<file path="src/rtl/ddr3_write_burst8.sv">
`default_nettype none
// ============================================================================
// Module   : ddr3_write_burst8
// Purpose  : Buffers one 8-beat DDR3 write burst and drives it to the pad
//            registers as rise/fall pairs with DQS preamble/toggle/postamble.
// Revision : 1.0  initial release
// ============================================================================
module ddr3_write_burst8 #(
    parameter int DW      = 16,
    parameter int MW      = 2,
    parameter int CWL_CYC = 2
) (
    input  logic          clk,
    input  logic          reset,
    input  logic          wr_en,
    input  logic [2:0]    wr_ptr,
    input  logic [DW-1:0] wr_data,
    input  logic [MW-1:0] wr_mask,
    input  logic          start,
    output logic          busy,
    output logic          done,
    output logic          start_err,
    output logic [DW-1:0] dq_rise,
    output logic [DW-1:0] dq_fall,
    output logic [MW-1:0] dm_rise,
    output logic [MW-1:0] dm_fall,
    output logic          dq_oe,
    output logic          dqs_rise,
    output logic          dqs_fall,
    output logic          dqs_oe
);

    typedef enum logic [2:0] {
        S_IDLE  = 3'd0,
        S_WAIT  = 3'd1,
        S_PRE   = 3'd2,
        S_BURST = 3'd3,
        S_POST  = 3'd4
    } state_t;

    localparam bit         c_HAS_WAIT  = (CWL_CYC > 0);
    localparam logic [3:0] c_WAIT_INIT = c_HAS_WAIT ? 4'(CWL_CYC - 1) : 4'd0;

    state_t        r_state;
    logic [3:0]    r_wait_cnt;
    logic [1:0]    r_bp;

    logic [DW-1:0] r_fill_data [8];
    logic [MW-1:0] r_fill_mask [8];
    logic [DW-1:0] r_shd_data  [8];
    logic [MW-1:0] r_shd_mask  [8];

    logic          w_accept;

    assign w_accept = start && (r_state == S_IDLE);

    // The shadow copy reads the fill buffer before this edge's write lands,
    // so a write colliding with start only affects the next burst.
    always_ff @(posedge clk or posedge reset) begin
        if (reset) begin
            for (int i = 0; i < 8; i++) begin
                r_fill_data[i] <= '0;
                r_fill_mask[i] <= '1;
                r_shd_data[i]  <= '0;
                r_shd_mask[i]  <= '1;
            end
        end else begin
            if (w_accept) begin
                for (int i = 0; i < 8; i++) begin
                    r_shd_data[i] <= r_fill_data[i];
                    r_shd_mask[i] <= r_fill_mask[i];
                end
            end
            if (wr_en) begin
                r_fill_data[wr_ptr] <= wr_data;
                r_fill_mask[wr_ptr] <= wr_mask;
            end
        end
    end

    // Outputs are registered from the current state, so they trail the
    // state register by one clock.
    always_ff @(posedge clk or posedge reset) begin
        if (reset) begin
            r_state    <= S_IDLE;
            r_wait_cnt <= 4'd0;
            r_bp       <= 2'd0;
            busy       <= 1'b0;
            done       <= 1'b0;
            start_err  <= 1'b0;
            dq_rise    <= '0;
            dq_fall    <= '0;
            dm_rise    <= '0;
            dm_fall    <= '0;
            dq_oe      <= 1'b0;
            dqs_rise   <= 1'b0;
            dqs_fall   <= 1'b0;
            dqs_oe     <= 1'b0;
        end else begin
            start_err <= start && (r_state != S_IDLE);

            case (r_state)
                S_IDLE: begin
                    if (start) begin
                        r_wait_cnt <= c_WAIT_INIT;
                        r_state    <= c_HAS_WAIT ? S_WAIT : S_PRE;
                    end
                end
                S_WAIT: begin
                    if (r_wait_cnt == 4'd0) begin
                        r_state <= S_PRE;
                    end else begin
                        r_wait_cnt <= r_wait_cnt - 4'd1;
                    end
                end
                S_PRE: begin
                    r_bp    <= 2'd0;
                    r_state <= S_BURST;
                end
                S_BURST: begin
                    r_bp <= r_bp + 2'd1;
                    if (r_bp == 2'd3) begin
                        r_state <= S_POST;
                    end
                end
                S_POST:  r_state <= S_IDLE;
                default: r_state <= S_IDLE;
            endcase

            busy     <= (r_state != S_IDLE);
            done     <= 1'b0;
            dq_rise  <= '0;
            dq_fall  <= '0;
            dm_rise  <= '0;
            dm_fall  <= '0;
            dq_oe    <= 1'b0;
            dqs_rise <= 1'b0;
            dqs_fall <= 1'b0;
            dqs_oe   <= 1'b0;

            case (r_state)
                S_PRE: begin
                    dqs_oe <= 1'b1;
                end
                S_BURST: begin
                    dq_oe    <= 1'b1;
                    dqs_oe   <= 1'b1;
                    dqs_rise <= 1'b1;
                    dq_rise  <= r_shd_data[{r_bp, 1'b0}];
                    dq_fall  <= r_shd_data[{r_bp, 1'b1}];
                    dm_rise  <= r_shd_mask[{r_bp, 1'b0}];
                    dm_fall  <= r_shd_mask[{r_bp, 1'b1}];
                end
                S_POST: begin
                    dqs_oe <= 1'b1;
                    done   <= 1'b1;
                end
                default: ;
            endcase
        end
    end

endmodule
`default_nettype wire

</file>
<file path="config.mk">
export PLATFORM = sky130hd
export DESIGN_NAME = ddr3_write_burst8
export DESIGN_NICKNAME = d
export VERILOG_FILES = /design/src/rtl/ddr3_write_burst8.sv
export SDC_FILE = /design/constraint.sdc
export NUM_CORES = 1
export LEC_CHECK = 0
export CORE_MARGIN = 4
export CORE_UTILIZATION = 25
export CTS_CLUSTER_DIAMETER = 120
export DETAILED_ROUTE_END_ITERATION = 10
export GPL_ROUTABILITY_DRIVEN = 0
export PLACE_DENSITY = 0.49
export SYNTH_ARGS = -nofsm -noshare
export SYNTH_HDL_FRONTEND = slang
export SYNTH_SLANG_ARGS = --single-unit
</file>
<file path="constraint.sdc">
create_clock -name clk -period 27.1 [get_ports clk]
set_input_delay 4.065 -clock clk [delete_from_list [all_inputs] [get_ports clk]]
set_output_delay 4.065 -clock clk [all_outputs]
set_load 0.02 [all_outputs]
</file>
==> impl_metrics.prom, run 1 <==
# TYPE chip_impl_metric gauge
chip_impl_metric{name="grt.total_usage",unit="%"} 10.4
chip_impl_metric{name="timing.final.crit_period",unit="ns"} 6.79
chip_impl_metric{name="first_global_vias",unit=""} 7490
chip_impl_metric{name="avgRoutedWirePerCell",unit="um"} 18.5
chip_impl_metric{name="globalRouteOverflowTotal",unit=""} 0
chip_impl_info{name="crit_slowest_cell",value="sky130_fd_sc_hd__buf_4"} 1
chip_impl_info{name="worst_path_most_repeated_cell",value="sky130_fd_sc_hd__buf_4"} 1
chip_impl_metric{name="cts_made_buffers",unit=""} 40
chip_impl_metric{name="post_route_cells_drive_above_1_share",unit="%"} 49.6
chip_impl_metric{name="number_of_nets_still_failing_antenna_checks_after_routing",unit=""} 0
chip_impl_metric{name="synthArstFlopShare",unit="%"} 100
chip_impl_metric{name="clock-skew-final",unit="ns"} 0.0183
chip_impl_metric{name="grt_pass1_wl",unit="um"} 46600
chip_impl_metric{name="total_nets_after_synthesis",unit=""} 829
chip_impl_metric{name="synth_compound_area_share",unit="%"} 0.590
chip_impl_metric{name="port_buffers",unit=""} 66
chip_impl_metric{name="yosys.area_share.adder",unit="%"} 0.277
chip_impl_info{name="crit_path_cell_trace",value="clkdlybuf4s50_1, nor4b_4, buf_4, buf_4, mux2_2"} 1
chip_impl_metric{name="clk_pin_slew",unit="ns"} 0.06
chip_impl_info{name="synth.top_cells.by_area",value="sky130_fd_sc_hd__dfrtp_1 (56%), sky130_fd_sc_hd__mux2_2 (24%), sky130_fd_sc_hd__dfstp_2 (6.2%)"} 1
chip_impl_metric{name="clock_insertion_delay_worst_skew",unit="ns"} 0.55
chip_impl_metric{name="postSynthAreaPerCell",unit="um2"} 16.9
chip_impl_metric{name="chipWidth",unit="um"} 241
chip_impl_info{name="status",value="finished, final reports clean"} 1
chip_impl_metric{name="fp.dieH",unit="um"} 241
chip_impl_metric{name="core-area",unit="um2"} 53800
chip_impl_metric{name="worst_pin_slew",unit="ns"} 1.11
chip_impl_info{name="rsz_0062_raised_after_global_routing",value="false"} 1
chip_impl_metric{name="hold_violation_total_from_the_final_report",unit=""} 0
chip_impl_metric{name="synth_enable_flop_cells",unit=""} 0
chip_impl_metric{name="synth-seq-cells",unit=""} 338
chip_impl_metric{name="finalHoldWorstSlack",unit="ns"} 0.495
chip_impl_metric{name="min_path_cells",unit=""} 1
chip_impl_info{name="clock-root-buffer",value="sky130_fd_sc_hd__clkbuf_16"} 1
chip_impl_info{name="synth_largest_area_cell",value="sky130_fd_sc_hd__dfrtp_1"} 1
chip_impl_info{name="synth.most_common_cell",value="sky130_fd_sc_hd__dfrtp_1"} 1
chip_impl_metric{name="cts_max_level",unit=""} 2
chip_impl_info{name="synth_top_family_by_area",value="multiplexers"} 1
chip_impl_metric{name="yosys-mux-area-fraction",unit="%"} 29.9
chip_impl_metric{name="maximum_number_of_pins_on_one_net_before_global_route_repair",unit=""} 145
chip_impl_metric{name="yosysWarnings",unit=""} 0
chip_impl_metric{name="netlist_area",unit="um2"} 13600
chip_impl_metric{name="netlist.area_leader.share",unit="%"} 56.4
chip_impl_info{name="setup.worst_path.class",value="in2reg"} 1
chip_impl_metric{name="post_synthesis_instance_total",unit=""} 801
chip_impl_metric{name="place.detailed.hpwl",unit="um"} 16500
chip_impl_metric{name="timing.final.crit_share",unit="%"} 25.0
chip_impl_metric{name="boundaryPins",unit=""} 68
chip_impl_metric{name="die-area",unit="um2"} 58100
chip_impl_info{name="rr_endpoint",value="r_shd_data[66]"} 1
chip_impl_metric{name="clk_path_buf_depth",unit=""} 3
chip_impl_metric{name="power-per-cell-area",unit="nW/um2"} 110
chip_impl_info{name="min_path_type",value="reg2reg"} 1
chip_impl_metric{name="slew-limit-headroom",unit="%"} 25.5
chip_impl_metric{name="cts_resized",unit=""} 0
chip_impl_metric{name="drt-initial-drc-count",unit=""} 318
chip_impl_metric{name="initial_utilization",unit="%"} 25.2
chip_impl_metric{name="p_leak",unit="nW"} 6.80
chip_impl_metric{name="post_synth_num_cell_types",unit=""} 36
chip_impl_info{name="worstSetupStartpoint",value="start"} 1
chip_impl_info{name="tritoncts",value="yes"} 1
chip_impl_info{name="synth_top_cells_by_count",value="sky130_fd_sc_hd__dfrtp_1 (306), sky130_fd_sc_hd__mux2_2 (288), sky130_fd_sc_hd__mux4_2 (36), sky130_fd_sc_hd__nor2b_1 (36), sky130_fd_sc_hd__dfstp_2 (32)"} 1
chip_impl_metric{name="drt_wl_total",unit="um"} 29700
chip_impl_info{name="critPathCaptureType",value="flop"} 1
chip_impl_metric{name="cts.hold.buffers_added",unit=""} 0
chip_impl_metric{name="totalNegativeSetupSlack",unit="ns"} 0
chip_impl_metric{name="synth_simple_gate_area_share",unit="%"} 3.61
chip_impl_metric{name="finalSetupViolCount",unit=""} 0
chip_impl_metric{name="areaGrowthSynthToFinish",unit="%"} 19.7
chip_impl_metric{name="reg2reg_setup_slack",unit="ns"} 23.76
chip_impl_metric{name="post_cts_buffers",unit=""} 0
chip_impl_metric{name="timing_max_transition_violations_final",unit=""} 0
chip_impl_metric{name="vias",unit=""} 6923
chip_impl_metric{name="avgViaCountPerCell",unit=""} 4.31
chip_impl_metric{name="cp.arrival",unit="ns"} 7.22
chip_impl_metric{name="vdd.ir_drop.worst",unit="V"} 0.0000424
chip_impl_metric{name="placement_rows",unit=""} 85
chip_impl_metric{name="num_clock_sinks",unit=""} 338
chip_impl_metric{name="maxClockFrequency",unit="GHz"} 0.147
chip_impl_metric{name="drc_errors",unit=""} 0
chip_impl_metric{name="seq_area_frac_synth",unit="%"} 62.6
chip_impl_info{name="startpoint_type",value="input pin"} 1
chip_impl_info{name="worst_hold_path_endpoint",value="r_shd_data[14]"} 1
chip_impl_info{name="hp-start",value="r_fill_data[14]"} 1
chip_impl_metric{name="grt_antenna_before_repair",unit=""} 1
chip_impl_metric{name="layout.nets",unit=""} 906
chip_impl_metric{name="yosys.area_share.xor_xnor",unit="%"} 0
chip_impl_metric{name="crit_required",unit="ns"} 27.53
chip_impl_metric{name="dr.pass1.iters",unit=""} 4
chip_impl_info{name="ys_dominant_reg_cell",value="sky130_fd_sc_hd__dfrtp_1"} 1
chip_impl_metric{name="worst_r2r_path_depth",unit=""} 4
chip_impl_metric{name="cpPeakStageDelay",unit="ns"} 0.91
chip_impl_metric{name="finish.utilization",unit="%"} 30.2
chip_impl_metric{name="drv.max_cap_violation_count",unit=""} 0
chip_impl_metric{name="timing.critical_path.fanout_max",unit=""} 73
chip_impl_metric{name="totalPowerFinal",unit="mW"} 1.79
chip_impl_info{name="r2r-start",value="r_state[1]"} 1
## power breakdown
group / switching (mW) / internal [mW] / total (mW)
combinational: 0.195 / 0.268 / 0.463
sequential: 0.0857 / 0.692 / 0.778
clock: 0.214 / 0.336 / 0.550
## sequential cells by signal (all words and copies together), names as in the netlist
signal and flops:
r_fill_mask 16, r_wait_cnt 4, dm_fall 2, r_fill_data 128
dq_fall 16, r_shd_data 128, dqs_rise 1, done 1
dqs_oe 1, start_err 1, dm_rise 2, r_state 3
r_bp 2, dq_rise 16, r_shd_mask 16, busy 1
## critical path: cells and delay by family
family	cells	cell delay (ns)
mux	1	0.42
buf+inv	3	2.26
simple gates	1	0.34
## through the flow
step	cell area [um2]	setup slack [ns]	instances
2_1_floorplan	13600	13.72	801
3_3_place_gp	14900	19.76	1532
3_5_place_dp	14900	19.74	1532
4_1_cts	16200	20.32	1605
5_1_grt	16200	20.16	1605
6_report	16200	20.31	1606
## cells in the final DEF (no fill, tap or decap), drive strengths merged, types with 5 or more instances in the layout
master,instances
dfrtp,306
nand2,9
buf,14
nor2b,36
mux2,288
a21oi,5
inv,8
clkdlybuf4s50,66
clkinv,8
mux4,36
clkbuf,62
dfstp,32
## logic make-up after synthesis
| family | after synthesis |
|---|---|
| DFF | 338 |
| AOI/OAI and AO/OA | 12 |
| other | 1 |
| adders and majority gates | 3 |
| buffers and inverters | 52 |
| and+or+nand+nor | 70 |
| muxes | 325 |
## how the worst max path moves through the flow
stage | to | cells after the start
after floorplan | busy | 1
after global placement | r_shd_data[78] | 5
after detailed placement | r_shd_data[66] | 5
after CTS | r_shd_data[41] | 5
after global routing | r_fill_data[76] | 4
final | r_shd_data[66] | 5
## layout make-up
class	count	area (um2)
Multi-Input combinational cell	411	4690
Clock buffer	62	1250
Clock inverter	11	126
Inverter	7	33.8
Sequential cell	338	8500
Antenna cell	1	2.50
Fill cell	5385	37600
Tap cell	696	871
Timing Repair Buffer	80	766
## routing by layer
layer	routed length [um]	part of all wire (%)	track usage, %
met4	573	1.9	2.56
met3	1230	4.1	2.51
met2	13700	46	16.2
met1	14200	48	14.7
met5	0	0	0
(Power assumes the default switching activity.)
==> run 2: changes to the inputs <==
Settings changed: PLACE_DENSITY 0.49 to 0.5.
Clock period 27.1 ns to 5.55 ns, I/O delays scaled along.
==> impl_metrics.prom, run 2 (same netlist as run 1, synthesis figures left out) <==
# TYPE chip_impl_metric gauge
chip_impl_metric{name="port_buffers",unit=""} 66
chip_impl_metric{name="post_cts_buffers",unit=""} 0
chip_impl_metric{name="drt-initial-drc-count",unit=""} 301
chip_impl_info{name="min_path_type",value="reg2reg"} 1
chip_impl_info{name="rsz_0062_raised_after_global_routing",value="false"} 1
chip_impl_metric{name="maximum_number_of_pins_on_one_net_before_global_route_repair",unit=""} 147
chip_impl_metric{name="boundaryPins",unit=""} 68
chip_impl_metric{name="grt_antenna_before_repair",unit=""} 1
chip_impl_metric{name="die-area",unit="um2"} 58100
chip_impl_info{name="startpoint_type",value="input pin"} 1
chip_impl_metric{name="vias",unit=""} 6911
chip_impl_metric{name="cts_max_level",unit=""} 2
chip_impl_metric{name="maxClockFrequency",unit="GHz"} 0.386
chip_impl_metric{name="placement_rows",unit=""} 85
chip_impl_metric{name="drc_errors",unit=""} 0
chip_impl_metric{name="worst_slack",unit="ns"} 2.96
chip_impl_metric{name="seqCellArea",unit="um2"} 8500
chip_impl_metric{name="number_of_nets_still_failing_antenna_checks_after_routing",unit=""} 0
chip_impl_metric{name="grt_pass1_wl",unit="um"} 45300
chip_impl_info{name="critPathCaptureType",value="flop"} 1
chip_impl_metric{name="stdcell_area",unit="um2"} 16100
chip_impl_metric{name="clock-skew-final",unit="ns"} 0.0116
chip_impl_metric{name="globalRouteOverflowTotal",unit=""} 0
chip_impl_info{name="reg_top3",value="r_fill_data: 128 flops, r_shd_data: 128 flops"} 1
chip_impl_metric{name="avgViaCountPerCell",unit=""} 4.33
chip_impl_metric{name="core-area",unit="um2"} 53800
chip_impl_metric{name="totalNegativeSetupSlack",unit="ns"} 0
chip_impl_info{name="final_cell_mix",value="sky130_fd_sc_hd__dfrtp_1 (304), sky130_fd_sc_hd__mux2_2 (288), sky130_fd_sc_hd__clkdlybuf4s50_1 (66)"} 1
chip_impl_metric{name="p_leak",unit="nW"} 6.73
chip_impl_metric{name="cts.hold.buffers_added",unit=""} 0
chip_impl_metric{name="dr.pass1.iters",unit=""} 4
chip_impl_metric{name="timing_max_transition_violations_final",unit=""} 0
chip_impl_metric{name="finish.utilization",unit="%"} 30.0
chip_impl_metric{name="clock_insertion_delay_worst_skew",unit="ns"} 0.54
chip_impl_metric{name="post_route_cells_drive_above_1_share",unit="%"} 49.2
chip_impl_metric{name="timing.critical_path.fanout_max",unit=""} 18
chip_impl_metric{name="multiInputGateArea",unit="um2"} 4690
chip_impl_metric{name="num_clock_sinks",unit=""} 338
chip_impl_metric{name="insertedDiodeCount",unit=""} 0
chip_impl_metric{name="layout.cells.non_filler",unit=""} 1597
chip_impl_metric{name="totalPowerFinal",unit="mW"} 8.52
chip_impl_metric{name="slew-limit-headroom",unit="%"} 20.9
chip_impl_info{name="worstSetupStartpoint",value="wr_en"} 1
chip_impl_info{name="status",value="finished, final reports clean"} 1
chip_impl_metric{name="number_of_placed_instances_with_taps_included",unit=""} 1528
chip_impl_metric{name="drv.max_cap_violation_count",unit=""} 0
chip_impl_metric{name="post_dp_area",unit="um2"} 14900
chip_impl_metric{name="first_global_vias",unit=""} 7429
chip_impl_info{name="tritoncts",value="yes"} 1
chip_impl_metric{name="chipWidth",unit="um"} 241
chip_impl_metric{name="drt_wl_total",unit="um"} 28300
chip_impl_metric{name="finalSetupViolCount",unit=""} 0
chip_impl_info{name="setup.worst_path.class",value="in2reg"} 1
chip_impl_metric{name="timing.final.crit_share",unit="%"} 46.7
chip_impl_metric{name="power-per-cell-area",unit="nW/um2"} 529
chip_impl_metric{name="fp.dieH",unit="um"} 241
chip_impl_info{name="r2r-start",value="r_bp[1]"} 1
chip_impl_metric{name="hold_violation_total_from_the_final_report",unit=""} 0
chip_impl_metric{name="cp.arrival",unit="ns"} 3.02
chip_impl_metric{name="finalHoldWorstSlack",unit="ns"} 0.496
chip_impl_metric{name="avgRoutedWirePerCell",unit="um"} 17.7
chip_impl_metric{name="grt.total_usage",unit="%"} 10.0
chip_impl_metric{name="fillCellCount",unit=""} 5366
chip_impl_metric{name="timing.final.crit_period",unit="ns"} 2.59
chip_impl_metric{name="layout.nets",unit=""} 900
chip_impl_metric{name="clk_pin_slew",unit="ns"} 0.06
chip_impl_info{name="layout.cells.most_common",value="sky130_fd_sc_hd__dfrtp_1"} 1
chip_impl_metric{name="areaGrowthSynthToFinish",unit="%"} 18.9
chip_impl_metric{name="place.detailed.hpwl",unit="um"} 16100
chip_impl_metric{name="crit_required",unit="ns"} 5.97
chip_impl_metric{name="clk_path_buf_depth",unit=""} 3
chip_impl_metric{name="pre_cts_ws",unit="ns"} 2.37
chip_impl_metric{name="worst_pin_slew",unit="ns"} 1.18
chip_impl_info{name="hp-start",value="r_fill_data[109]"} 1
chip_impl_metric{name="cts_made_buffers",unit=""} 38
chip_impl_metric{name="initial_utilization",unit="%"} 25.2
chip_impl_metric{name="vdd.ir_drop.worst",unit="V"} 0.000180
chip_impl_metric{name="cts_resized",unit=""} 0
chip_impl_info{name="clock-root-buffer",value="sky130_fd_sc_hd__clkbuf_16"} 1
[run 2: cell count changes in the layout (fill, tap and decap cells not counted), sizes merged]
cell,delta
buf,-4
clkbuf,-2
clkinvlp,+1
bufinv,-2
diode,-1
clkinv,-1
[run 2: path summary, 6_finish.rpt]
| check | to | slack [ns] | cells after the start |
|---|---|---|---|
| max | r_fill_data[82] | 2.96 | 4 |
| min in group asynchronous | r_fill_data[101] | 0.87 | 3 |
| max in group asynchronous | r_fill_data[4] | 3.91 | 3 |
| min reg2reg | r_shd_data[109] | 0.50 | 1 |
| max reg2reg | dq_rise[14] | 3.34 | 3 |
| min | r_shd_data[109] | 0.50 | 1 |
[run 2: cell type report]
cell class	count	share of cell area, %
flip-flops and latches	338	52.7
multi-input cells	411	29.1
clock buffers	60	7.49
well taps	696	5.40
repair buffers	76	4.79
clock inverters	9	0.326
inverters	7	0.186
[run 2: per-layer routing]
layer	track usage, %	routed length [um]	share of wire, %
met4	3.25	678	2.4
met1	14.1	13700	48
met5	0	0	0
met3	2.00	1010	3.6
met2	15.6	13000	46
[run 2: where the power goes]
part,leakage (nW),total [mW],switching (mW),internal (mW)
Sequential,4.10,3.84,0.462,3.38
Combinational,2.00,2.19,0.881,1.31
Clock,0.630,2.50,1.00,1.50
Total,6.73,8.52,2.34,6.18
[run 2: worst max-delay path, cell delays in order]
cell and delay, ns:
sky130_fd_sc_hd__clkdlybuf4s50_1 0.68, sky130_fd_sc_hd__nand2_1 0.16, sky130_fd_sc_hd__nor3_4 0.90, sky130_fd_sc_hd__mux2_2 0.43
==> run 3: changes to the inputs <==
Settings changed: PLACE_DENSITY 0.5 to 0.49.
Clock period 5.55 ns to 2.5 ns, I/O delays scaled along.
==> impl_metrics.prom, run 3 (same netlist as run 1, synthesis figures left out) <==
# TYPE chip_impl_metric gauge
chip_impl_info{name="status",value="finished, final reports clean"} 1
chip_impl_metric{name="boundaryPins",unit=""} 68
chip_impl_metric{name="drv.max_cap_violation_count",unit=""} 0
chip_impl_metric{name="power-per-cell-area",unit="nW/um2"} 1170
chip_impl_metric{name="finalSetupViolCount",unit=""} 0
chip_impl_metric{name="drc_errors",unit=""} 0
chip_impl_metric{name="cpPeakStageDelay",unit="ns"} 0.62
chip_impl_metric{name="maximum_number_of_pins_on_one_net_before_global_route_repair",unit=""} 54
chip_impl_metric{name="grt.total_usage",unit="%"} 10.5
chip_impl_metric{name="vias",unit=""} 6988
chip_impl_metric{name="layout.cells.non_filler",unit=""} 1629
chip_impl_info{name="worstSetupStartpoint",value="dq_fall[8]"} 1
chip_impl_info{name="critPathCaptureType",value="primary output"} 1
chip_impl_info{name="layout.cells.most_common",value="sky130_fd_sc_hd__dfrtp_1"} 1
chip_impl_metric{name="areaGrowthSynthToFinish",unit="%"} 23.3
chip_impl_metric{name="timing.critical_path.fanout_max",unit=""} 1
chip_impl_metric{name="drt-initial-drc-count",unit=""} 300
chip_impl_metric{name="clock-skew-final",unit="ns"} 0.0154
chip_impl_metric{name="gr-usage-met1",unit="%"} 14.8
chip_impl_metric{name="placement_rows",unit=""} 85
chip_impl_metric{name="totalNegativeSetupSlack",unit="ns"} 0
chip_impl_metric{name="worst_pin_slew",unit="ns"} 0.535
chip_impl_metric{name="p_switching",unit="mW"} 5.29
chip_impl_metric{name="num_clock_sinks",unit=""} 338
chip_impl_metric{name="cell_internal_pwr",unit="mW"} 14.3
chip_impl_info{name="clock-root-buffer",value="sky130_fd_sc_hd__clkbuf_16"} 1
chip_impl_metric{name="timing.final.crit_share",unit="%"} 76.3
chip_impl_info{name="rr_endpoint",value="r_shd_data[97]"} 1
chip_impl_metric{name="critical_path_buf_inv_count",unit=""} 1
chip_impl_info{name="startpoint_type",value="flop"} 1
chip_impl_metric{name="swShare",unit="%"} 27.0
chip_impl_metric{name="power.sequential.fraction",unit="%"} 43.2
chip_impl_info{name="min_path_type",value="in2async"} 1
chip_impl_metric{name="timing.final.crit_period",unit="ns"} 1.91
chip_impl_metric{name="core-area",unit="um2"} 53800
chip_impl_metric{name="chipWidth",unit="um"} 241
chip_impl_metric{name="stdcell_area",unit="um2"} 16700
chip_impl_metric{name="hold_violation_total_from_the_final_report",unit=""} 0
chip_impl_metric{name="post_cts_buffers",unit=""} 0
chip_impl_metric{name="number_of_placed_instances_with_taps_included",unit=""} 1561
chip_impl_metric{name="drt_wl_total",unit="um"} 29500
chip_impl_metric{name="grt_pass1_wl",unit="um"} 46900
chip_impl_metric{name="place.detailed.hpwl",unit="um"} 18300
chip_impl_metric{name="die-area",unit="um2"} 58100
chip_impl_metric{name="worst_r2r_path_depth",unit=""} 4
chip_impl_metric{name="cp.arrival",unit="ns"} 1.53
chip_impl_metric{name="cts_resized",unit=""} 0
chip_impl_metric{name="cts_max_level",unit=""} 2
chip_impl_metric{name="initial_utilization",unit="%"} 25.2
chip_impl_info{name="timing.critical_path.to",value="dq_fall[8]"} 1
chip_impl_info{name="final_cell_mix",value="sky130_fd_sc_hd__dfrtp_1 (304), sky130_fd_sc_hd__mux2_2 (288), sky130_fd_sc_hd__clkdlybuf4s50_1 (66)"} 1
chip_impl_metric{name="avgRoutedWirePerCell",unit="um"} 18.1
chip_impl_metric{name="fp.dieH",unit="um"} 241
chip_impl_metric{name="insertedDiodeCount",unit=""} 0
chip_impl_metric{name="avgViaCountPerCell",unit=""} 4.29
chip_impl_metric{name="timing_max_transition_violations_final",unit=""} 0
chip_impl_metric{name="clk_pin_slew",unit="ns"} 0.06
chip_impl_metric{name="p_leak",unit="nW"} 7.01
chip_impl_metric{name="grt_antenna_before_repair",unit=""} 0
chip_impl_metric{name="maxClockFrequency",unit="GHz"} 0.524
chip_impl_metric{name="port_buffers",unit=""} 66
chip_impl_metric{name="layout.nets",unit=""} 934
chip_impl_info{name="tritoncts",value="yes"} 1
chip_impl_metric{name="crit_required",unit="ns"} 2.12
chip_impl_metric{name="vdd.ir_drop.worst",unit="V"} 0.000566
chip_impl_metric{name="cp.depth",unit=""} 1
chip_impl_metric{name="grtUsageMet2",unit="%"} 16.2
chip_impl_metric{name="slew-limit-headroom",unit="%"} 64.2
chip_impl_metric{name="post_route_cells_drive_above_1_share",unit="%"} 51.1
chip_impl_info{name="crit_slowest_cell",value="sky130_fd_sc_hd__clkdlybuf4s50_1"} 1
chip_impl_metric{name="cts.hold.buffers_added",unit=""} 0
chip_impl_info{name="setup.worst_path.class",value="reg2out"} 1
chip_impl_metric{name="clock_insertion_delay_worst_skew",unit="ns"} 0.54
chip_impl_metric{name="grt_use_met3",unit="%"} 2.45
chip_impl_metric{name="dr.pass1.iters",unit=""} 4
chip_impl_metric{name="globalRouteOverflowTotal",unit=""} 0
chip_impl_metric{name="reg2reg_setup_slack",unit="ns"} 0.65
chip_impl_info{name="r2r-start",value="r_state[1]"} 1
chip_impl_metric{name="cts_made_buffers",unit=""} 39
chip_impl_info{name="rsz_0062_raised_after_global_routing",value="false"} 1
chip_impl_info{name="worst_path_dominant_cell_family",value="buffers and inverters"} 1
chip_impl_info{name="crit_path_cell_trace",value="clkdlybuf4s50_1"} 1
chip_impl_metric{name="finish.utilization",unit="%"} 31.1
chip_impl_metric{name="post_dp_area",unit="um2"} 15400
chip_impl_metric{name="comb_power_share",unit="%"} 26.6
chip_impl_metric{name="first_global_vias",unit=""} 7634
chip_impl_info{name="reg_top3",value="r_fill_data: 128 flops, r_shd_data: 128 flops"} 1
chip_impl_metric{name="number_of_nets_still_failing_antenna_checks_after_routing",unit=""} 0
chip_impl_metric{name="pwr-share-clk",unit="%"} 30.1
chip_impl_info{name="global_route.peak_usage_layer",value="met2"} 1
chip_impl_metric{name="clk_path_buf_depth",unit=""} 3
## run 3: cell types whose count changed in the layout (fill, tap and decap cells not counted)
| cell | previous run | this run |
|---|---|---|
| sky130_fd_sc_hd__buf_12 | 3 | 24 |
| sky130_fd_sc_hd__buf_4 | 7 | 19 |
| sky130_fd_sc_hd__clkinv_2 | 7 | 3 |
| sky130_fd_sc_hd__bufinv_16 | 0 | 3 |
| sky130_fd_sc_hd__clkbuf_1 | 8 | 6 |
| sky130_fd_sc_hd__clkbuf_8 | 11 | 13 |
| sky130_fd_sc_hd__clkinvlp_4 | 1 | 3 |
| sky130_fd_sc_hd__inv_6 | 2 | 0 |
## run 3: area by class of cell
class                           instances  area (um2)
Tap cell                              696         871
Timing Repair Buffer                  109        1280
Clock buffer                           60        1230
Sequential cell                       338        8500
Multi-Input combinational cell        411        4690
Inverter                                7        30.0
Clock inverter                          8         120
Fill cell                            5272       37100
## run 3: power by group through the flow
| stage | clock network, mW | logic [mW] | registers [mW] |
|---|---|---|---|
| detailed placement | 0 | 5.37 | 8.58 |
| global route | 6.36 | 5.72 | 8.71 |
| CTS | 6.14 | 5.39 | 8.49 |
| finish | 5.90 | 5.22 | 8.46 |
| global placement | 0 | 5.30 | 8.53 |
| floorplan | 0 | 3.67 | 8.42 |
## run 3: metal layers
metal | vias to the layer above | wire [um]
met2 | 100 | 13800
li1 | 3092 | -
met1 | 3748 | 14000
met3 | 48 | 1110
met4 | 0 | 656
met5 | - | 0
## run 3: worst min path at each step
stage                                from              to  slack (ns)  depth (start not counted)
final                               reset  r_shd_data[64]        0.19                          2
after global routing                reset  r_shd_data[64]        0.19                          2
after CTS                           reset  r_shd_data[64]        0.17                          2
after detailed placement  r_fill_data[88]  r_shd_data[88]        0.48                          1
after global placement     r_fill_data[3]   r_shd_data[3]        0.48                          1
after floorplan           r_fill_data[69]  r_shd_data[69]        0.47                          1
## run 3: per-stage QoR
step | total power [mW] | worst slack, ns | hold WS, ns
global placement | 13.8 | 0.311 | 0.481
finish | 19.6 | 0.593 | 0.189
CTS | 20.0 | 0.510 | 0.175
floorplan | 12.1 | -2.37 | 0.474
global route | 20.8 | 0.507 | 0.193
detailed placement | 13.9 | 0.293 | 0.484
